$ cat src/rtl/plab4_net_router_input_queue.sv
// Per-input-port circular FIFO for the ring router. It exposes the head message
// with its destination field, and the free-entry count used for bubble flow control.
module plab4_net_router_input_queue #(
   parameter  int p_msg_nbits   = 44,
   parameter  int p_num_entries = 4,
   parameter  int p_num_routers = 8,
   parameter  int p_dest_lsb    = 36,
   localparam int c_dest_nbits  = $clog2(p_num_routers),
   localparam int c_addr_nbits  = $clog2(p_num_entries),
   localparam int c_free_nbits  = $clog2(p_num_entries+1)
) (
   input  logic                    clk,
   input  logic                    reset,
   input  logic                    in_val,
   output logic                    in_rdy,
   input  logic [p_msg_nbits-1:0]  in_msg,
   output logic                    out_val,
   input  logic                    out_rdy,
   output logic [p_msg_nbits-1:0]  out_msg,
   output logic [c_dest_nbits-1:0] out_dest,
   output logic [c_free_nbits-1:0] num_free
);

   localparam logic [c_free_nbits-1:0] c_depth = c_free_nbits'(p_num_entries);

   logic [p_msg_nbits-1:0]  entries [p_num_entries];
   logic [c_addr_nbits-1:0] wr_ptr;
   logic [c_addr_nbits-1:0] rd_ptr;
   logic [c_free_nbits-1:0] count;
   logic                    enq;
   logic                    deq;

   // Handshakes depend only on registered state, so in_rdy never waits on out_rdy.
   assign in_rdy   = (count != c_depth);
   assign out_val  = (count != '0);
   assign enq      = in_val & in_rdy;
   assign deq      = out_val & out_rdy;
   assign num_free = c_depth - count;
   assign out_msg  = entries[rd_ptr];
   assign out_dest = out_msg[p_dest_lsb +: c_dest_nbits];

   always_ff @(posedge clk or negedge reset) begin
      if (!reset) begin
         wr_ptr <= '0;
         rd_ptr <= '0;
         count  <= '0;
      end else begin
         if (enq) wr_ptr <= wr_ptr + c_addr_nbits'(1);
         if (deq) rd_ptr <= rd_ptr + c_addr_nbits'(1);
         if (enq && !deq)      count <= count + c_free_nbits'(1);
         else if (deq && !enq) count <= count - c_free_nbits'(1);
      end
   end

   // Storage is deliberately not reset; out_val gates any stale contents.
   always_ff @(posedge clk) begin
      if (enq) entries[wr_ptr] <= in_msg;
   end

endmodule

$ cat config.mk
export PLATFORM = sky130hd
export DESIGN_NAME = plab4_net_router_input_queue
export DESIGN_NICKNAME = d
export VERILOG_FILES = /design/src/rtl/plab4_net_router_input_queue.sv
export SDC_FILE = /design/constraint.sdc
export NUM_CORES = 1
export LEC_CHECK = 0
export ABC_CLOCK_PERIOD_IN_PS = 3900
export CAP_MARGIN = 0
export CORE_MARGIN = 3
export CORE_UTILIZATION = 45
export DETAILED_ROUTE_END_ITERATION = 12
export GPL_ROUTABILITY_DRIVEN = 0
export PLACE_DENSITY = 0.66
export SLEW_MARGIN = 15
export SYNTH_ARGS = -nofsm -noshare
export SYNTH_HDL_FRONTEND = slang
export SYNTH_SLANG_ARGS = --single-unit
$ cat constraint.sdc
create_clock -name clk -period 3.9 [get_ports clk]
set_clock_uncertainty 0.05 [all_clocks]
set_input_delay 0.78 -clock clk [delete_from_list [all_inputs] [get_ports clk]]
set_output_delay 0.78 -clock clk [all_outputs]
set_load 0.1 [all_outputs]
== Word level (Yosys, flattened, before mapping) ==
Memory sizes are Yosys's and may differ from the RTL's.
Cells that the tools add are included.

* Bits in registers: 7
* Latch bits: 0
* Bits in writable memories: 176
* ROM bits: 0
* Bits of input ports: 48
* Logic and storage cells: 22
* Memories: 1

{| class="wikitable"
|+ Memories
! memory !! words !! bits a word !! rd ports !! clocked after Yosys merged registers in !! wr ports !! line !! text
|-
| entries || 4 || 44 || 1 || 0 || 1 || 26 || <nowiki>logic [p_msg_nbits-1:0] entries [p_num_entries];</nowiki>
|}

* $add $sub $neg: 5
* Multiply operators: 0
* Div/mod/pow operators: 0
* Order comparisons: 0
* Eq/ne operators: 1
* Shifts and indexed selects: 0
* Multiplexer cells: 4
* Bitwise logic cells: 2
* Reduce and logical (&&, ||, !) cells: 6

{| class="wikitable"
|+ Operator list
! kind !! number
|-
| $mux 3 || 2
|-
| $add 2x1->2 const B || 2
|-
| $add 3x1->3 const B || 1
|-
| $ne 3x3->1 const B || 1
|-
| $reduce_bool 3->1 || 1
|-
| $sub 3x1->3 const B || 1
|-
| $sub 3x3->3 const A || 1
|-
| $and 1x1->1 || 2
|-
| $logic_and 1x1->1 || 2
|-
| $logic_not 1->1 || 2
|-
| $mux 1 || 2
|-
| $reduce_bool 2->1 || 1
|}

== Depth between registers and ports, before layout ==
* Depth in word-level cells: 6
* Mapped depth: 11
* Gate-level depth less buffers: 11

== Worst setup path before layout ==
No wires, ideal clock.

* Kind: register to register
* Start point: reg count[0]
* End point: reg count[1]
* Arrival: 2587 ps
* Required time: 3725 ps
* Setup slack: 1138 ps
* Stages on the path, launching flop included: 10
* Buffers on the path: 0
* Clock period less this slack: 2762 ps
* Cells stage by stage: dfrtp_1 inv_1 ha_1 ha_1 inv_1 nand2_1 ha_1 inv_1 fa_1 mux2_2

* Longest elaborated chain between the ends: 5

{| class="wikitable"
|+ RTL lines
! what !! line !! text
|-
| from (decl) || 29 || <nowiki>logic [c_free_nbits-1:0] count;</nowiki>
|-
| from (signal assigned) || 50 || <nowiki>if (enq && !deq) count <= count + c_free_nbits'(1);</nowiki>
|-
| from (signal assigned) || 51 || <nowiki>else if (deq && !enq) count <= count - c_free_nbits'(1);</nowiki>
|-
| $reduce_bool 3->1 * || 35 || <nowiki>assign out_val = (count != '0);</nowiki>
|-
| via out_val || 17 || <nowiki>output logic out_val,</nowiki>
|-
| $and 1x1->1 * || 37 || <nowiki>assign deq = out_val & out_rdy;</nowiki>
|-
| $logic_not 1->1 || 50 ||
|-
| $logic_and 1x1->1 || 50 ||
|-
| $mux 3 or $reduce_bool 2->1 (tied branches) || - ||
|}

Mark *: on every way through the listed nets, which the timed path passes. The rest lies on a longest branch. The select of a mux whose other input is x is not followed.
A chain may end at the register's enable or synchronous reset.

== Worst setup path after layout ==
* Start point: reg rd_ptr[0]
* End point: out out_msg[13]

* Longest elaborated chain between the ends: 1

{| class="wikitable"
|+ RTL lines
! what !! line !! text
|-
| from (decl) || 28 || <nowiki>logic [c_addr_nbits-1:0] rd_ptr;</nowiki>
|-
| from (signal assigned) || 49 || <nowiki>if (deq) rd_ptr <= rd_ptr + c_addr_nbits'(1);</nowiki>
|-
| $mem_v2 4x44 || - ||
|-
| to (decl) || 19 || <nowiki>output logic [p_msg_nbits-1:0] out_msg,</nowiki>
|}

No other way between the ends.

==> summary.md <==
| Metric | Value |
|---|---|
| Status | `complete, no violations` |
| Clk slew on worst S/H paths | `0.06 ns` |
| Initial core utilization | `46.7%` |
| Final min period | `3.19 ns` |
| Routed WL per cell | `21.5 um` |
| Critical path data required time | `3.07 ns` |
| Warnings from Yosys | `0` |
| Total track usage | `16.2%` |
| CP Cell Sequence | `buf_4, mux4_2, buf_4` |
| Core area | `14800 um2` |
| Synth Net Count | `334` |
| Synth Flop Type | `edfxtp_1` |
| Rows | `44` |
| Port Buf Inserts | `99` |
| Most common cell after layout, fill and taps aside | `edfxtp_1` |
| Cell taking the most area after synthesis | `edfxtp_1` |
| Hold_buf cts | `0` |
| Commonest cells after routing, fill and taps aside | `edfxtp_1 (176), buf_4 (57), clkdlybuf4s50_1 (48), mux4_2 (38), clkbuf_16 (17)` |
| RR Startpoint | `count[0]$_DFFE_PN0P_` |
| Slew @ Worst Pin | `0.967 ns` |
| CTS tree | `done` |
| Max FO, Critical Path | `25` |
| First-pass GRT wire length | `19600 um` |
| Avg Cell Area, Syn | `24.9 um2` |
| Slowest cell on the critical path | `dfrtp_4` |
| Fin cells | `586` |
| Io pins | `100` |
| Starting DRC count in detailed routing | `245` |
| Via count | `3052` |
| Largest net degree at the start of global routing | `32` |
| Min-Delay Path Class | `flop to flop` |
| Endpoint class of the critical path | `primary output` |
| Final Hold Viols | `0` |
| # DRC | `0` |
| Family with the most delay on the worst path | `flip-flops` |
| Vias in the first global route | `3364` |
| Clk buf depth | `2` |
| DRT Pass-1 Iters | `4` |
| Fin nets | `446` |
| Dpl cells | `554` |
| Cell area after synthesis | `6890 um2` |
| Vias/cell | `5.21` |
| Die W | `130 um` |
| Hold Startpoint | `count[0]$_DFFE_PN0P_` |
| Post-CTS Setup Bufs | `0` |
| CP startpoint kind | `flop` |
| Initial antenna violation count | `0` |
| Finished Cell Area | `8590 um2` |
| Die ar. | `16800 um2` |
| Max Slew Vio Count | `0` |
| Chip height | `130 um` |
| Synth area leaders | `edfxtp_1 (77%), mux4_2 (12%), dfrtp_1 (2.5%)` |
| WP buf/inv | `2` |
| Crit share post-route | `81.7%` |
| Worst EP arrival | `2.36 ns` |
| Fmax | `0.314 GHz` |
| Final setup vio count | `0` |
| Crit. Startpoint | `rd_ptr[0]$_DFFE_PN0P_` |
| Total CTS buffers | `17` |
| Latest clock arrival within the worst-skew pair | `0.42 ns` |
| Setup TNS | `0 ns` |
| Cell variety after synth | `21` |
| Gr ovfl total | `0` |
| Max_slew headroom | `35.3%` |
| Slowest stage delay, CP | `0.75 ns` |
| Sequential-to-total area share from yosys stat | `79.2%` |
| Share of layout cells above drive strength 1 | `32.6%` |
| Final HPWL DP | `8010 um` |
| DRT Wirelength | `12600 um` |
| Synth async-reset ratio | `3.83%` |
| RSZ-0062 raised after global routing | `false` |
| Clock Tree Root | `clkbuf_16` |
| CTS Sinks | `183` |
| Post-place instance area | `7950 um2` |
| Synth top area share | `76.7%` |
| Antenna diodes | `0` |
| Resized Gates After CTS | `0` |
| Synth Instances | `277` |
| Synthesis-stage register bit count | `183` |
| Routed Antenna Nets | `0` |
| Most frequent CP cell | `buf_4` |
| WS Path Type | `flop to primary output` |
| Max Cap Violations | `0` |
| Area Overhead vs Synth | `24.6%` |
| Post-synth EDFFs | `176` |
| H-tree levels | `4` |
## synth_stat cells, types with 2 or more instances
master,instances
and2_1,4
buf_12,4
buf_2,5
buf_4,4
dfrtp_1,7
edfxtp_1,176
ha_1,8
inv_1,9
mux4_1,6
mux4_2,38
nand2_1,2
xnor2_1,5
## routing by layer
metal | global-route usage [%] | vias up | routed length [um]
met5 | 0 | - | 0
met4 | 4.77 | 0 | 143
met3 | 5.81 | 9 | 685
met2 | 25.4 | 90 | 6350
met1 | 21.7 | 1581 | 5400
li1 | - | 1372 | -
## layout make-up
class	instances	area [um2]
Clock buffer	18	429
Clock inverter	14	205
Fill cell	1079	6170
Inverter	9	33.8
Multi-Input combinational cell	70	1250
Sequential cell	183	5470
Tap cell	184	230
Timing Repair Buffer	108	968
## kinds of logic after synthesis
group | Yosys count | share of synthesized area (%)
muxes | 45 | 14.9
and+or+nand+nor | 9 | 0.690
adders and majority gates | 9 | 1.74
AOI/OAI and AO/OA | 1 | 0.0725
xor gates and xnor gates | 6 | 0.762
DFF | 183 | 79.2
buffers and inverters | 24 | 2.67
## worst register-to-register path, cell delays in order (launching register included)
cell and delay [ns]:
dfrtp_1 0.44, inv_1 0.07, ha_1 0.22, ha_1 0.20, nor2b_1 0.39, and2_2 0.57
buf_4 0.35
## per-stage QoR
step / utilization (%) / worst slack, ns / hold slack (ns)
after global routing: 58.2 / 0.542 / 0.569
after floorplan: - / 1.14 / 0.434
after global placement: 53.9 / 0.971 / 0.510
after CTS: 58.2 / 0.611 / 0.549
after detailed placement: 53.9 / 0.905 / 0.531
final: 58.2 / 0.713 / 0.534
## state kept, by name, indices dropped and copies added, names as in the netlist
name and flops:
entries 176, count 3, rd_ptr 2, wr_ptr 2
## final timing paths
path | end | slack (ns) | cells after the start
hold reg to reg | count[0]$_DFFE_PN0P_ | 0.53 | 1
setup / recovery | out_msg[13] | 0.71 | 3
max in group asynchronous | rd_ptr[0]$_DFFE_PN0P_ | 2.93 | 1
hold / removal | count[0]$_DFFE_PN0P_ | 0.53 | 1
setup reg to reg | entries[3][22]$_DFFE_PP_ | 1.29 | 6
min in group asynchronous | count[1]$_DFFE_PN0P_ | 0.58 | 1
Power is not shown: default switching activity piles up to over one toggle a cycle in this logic, so the estimate is an artifact.
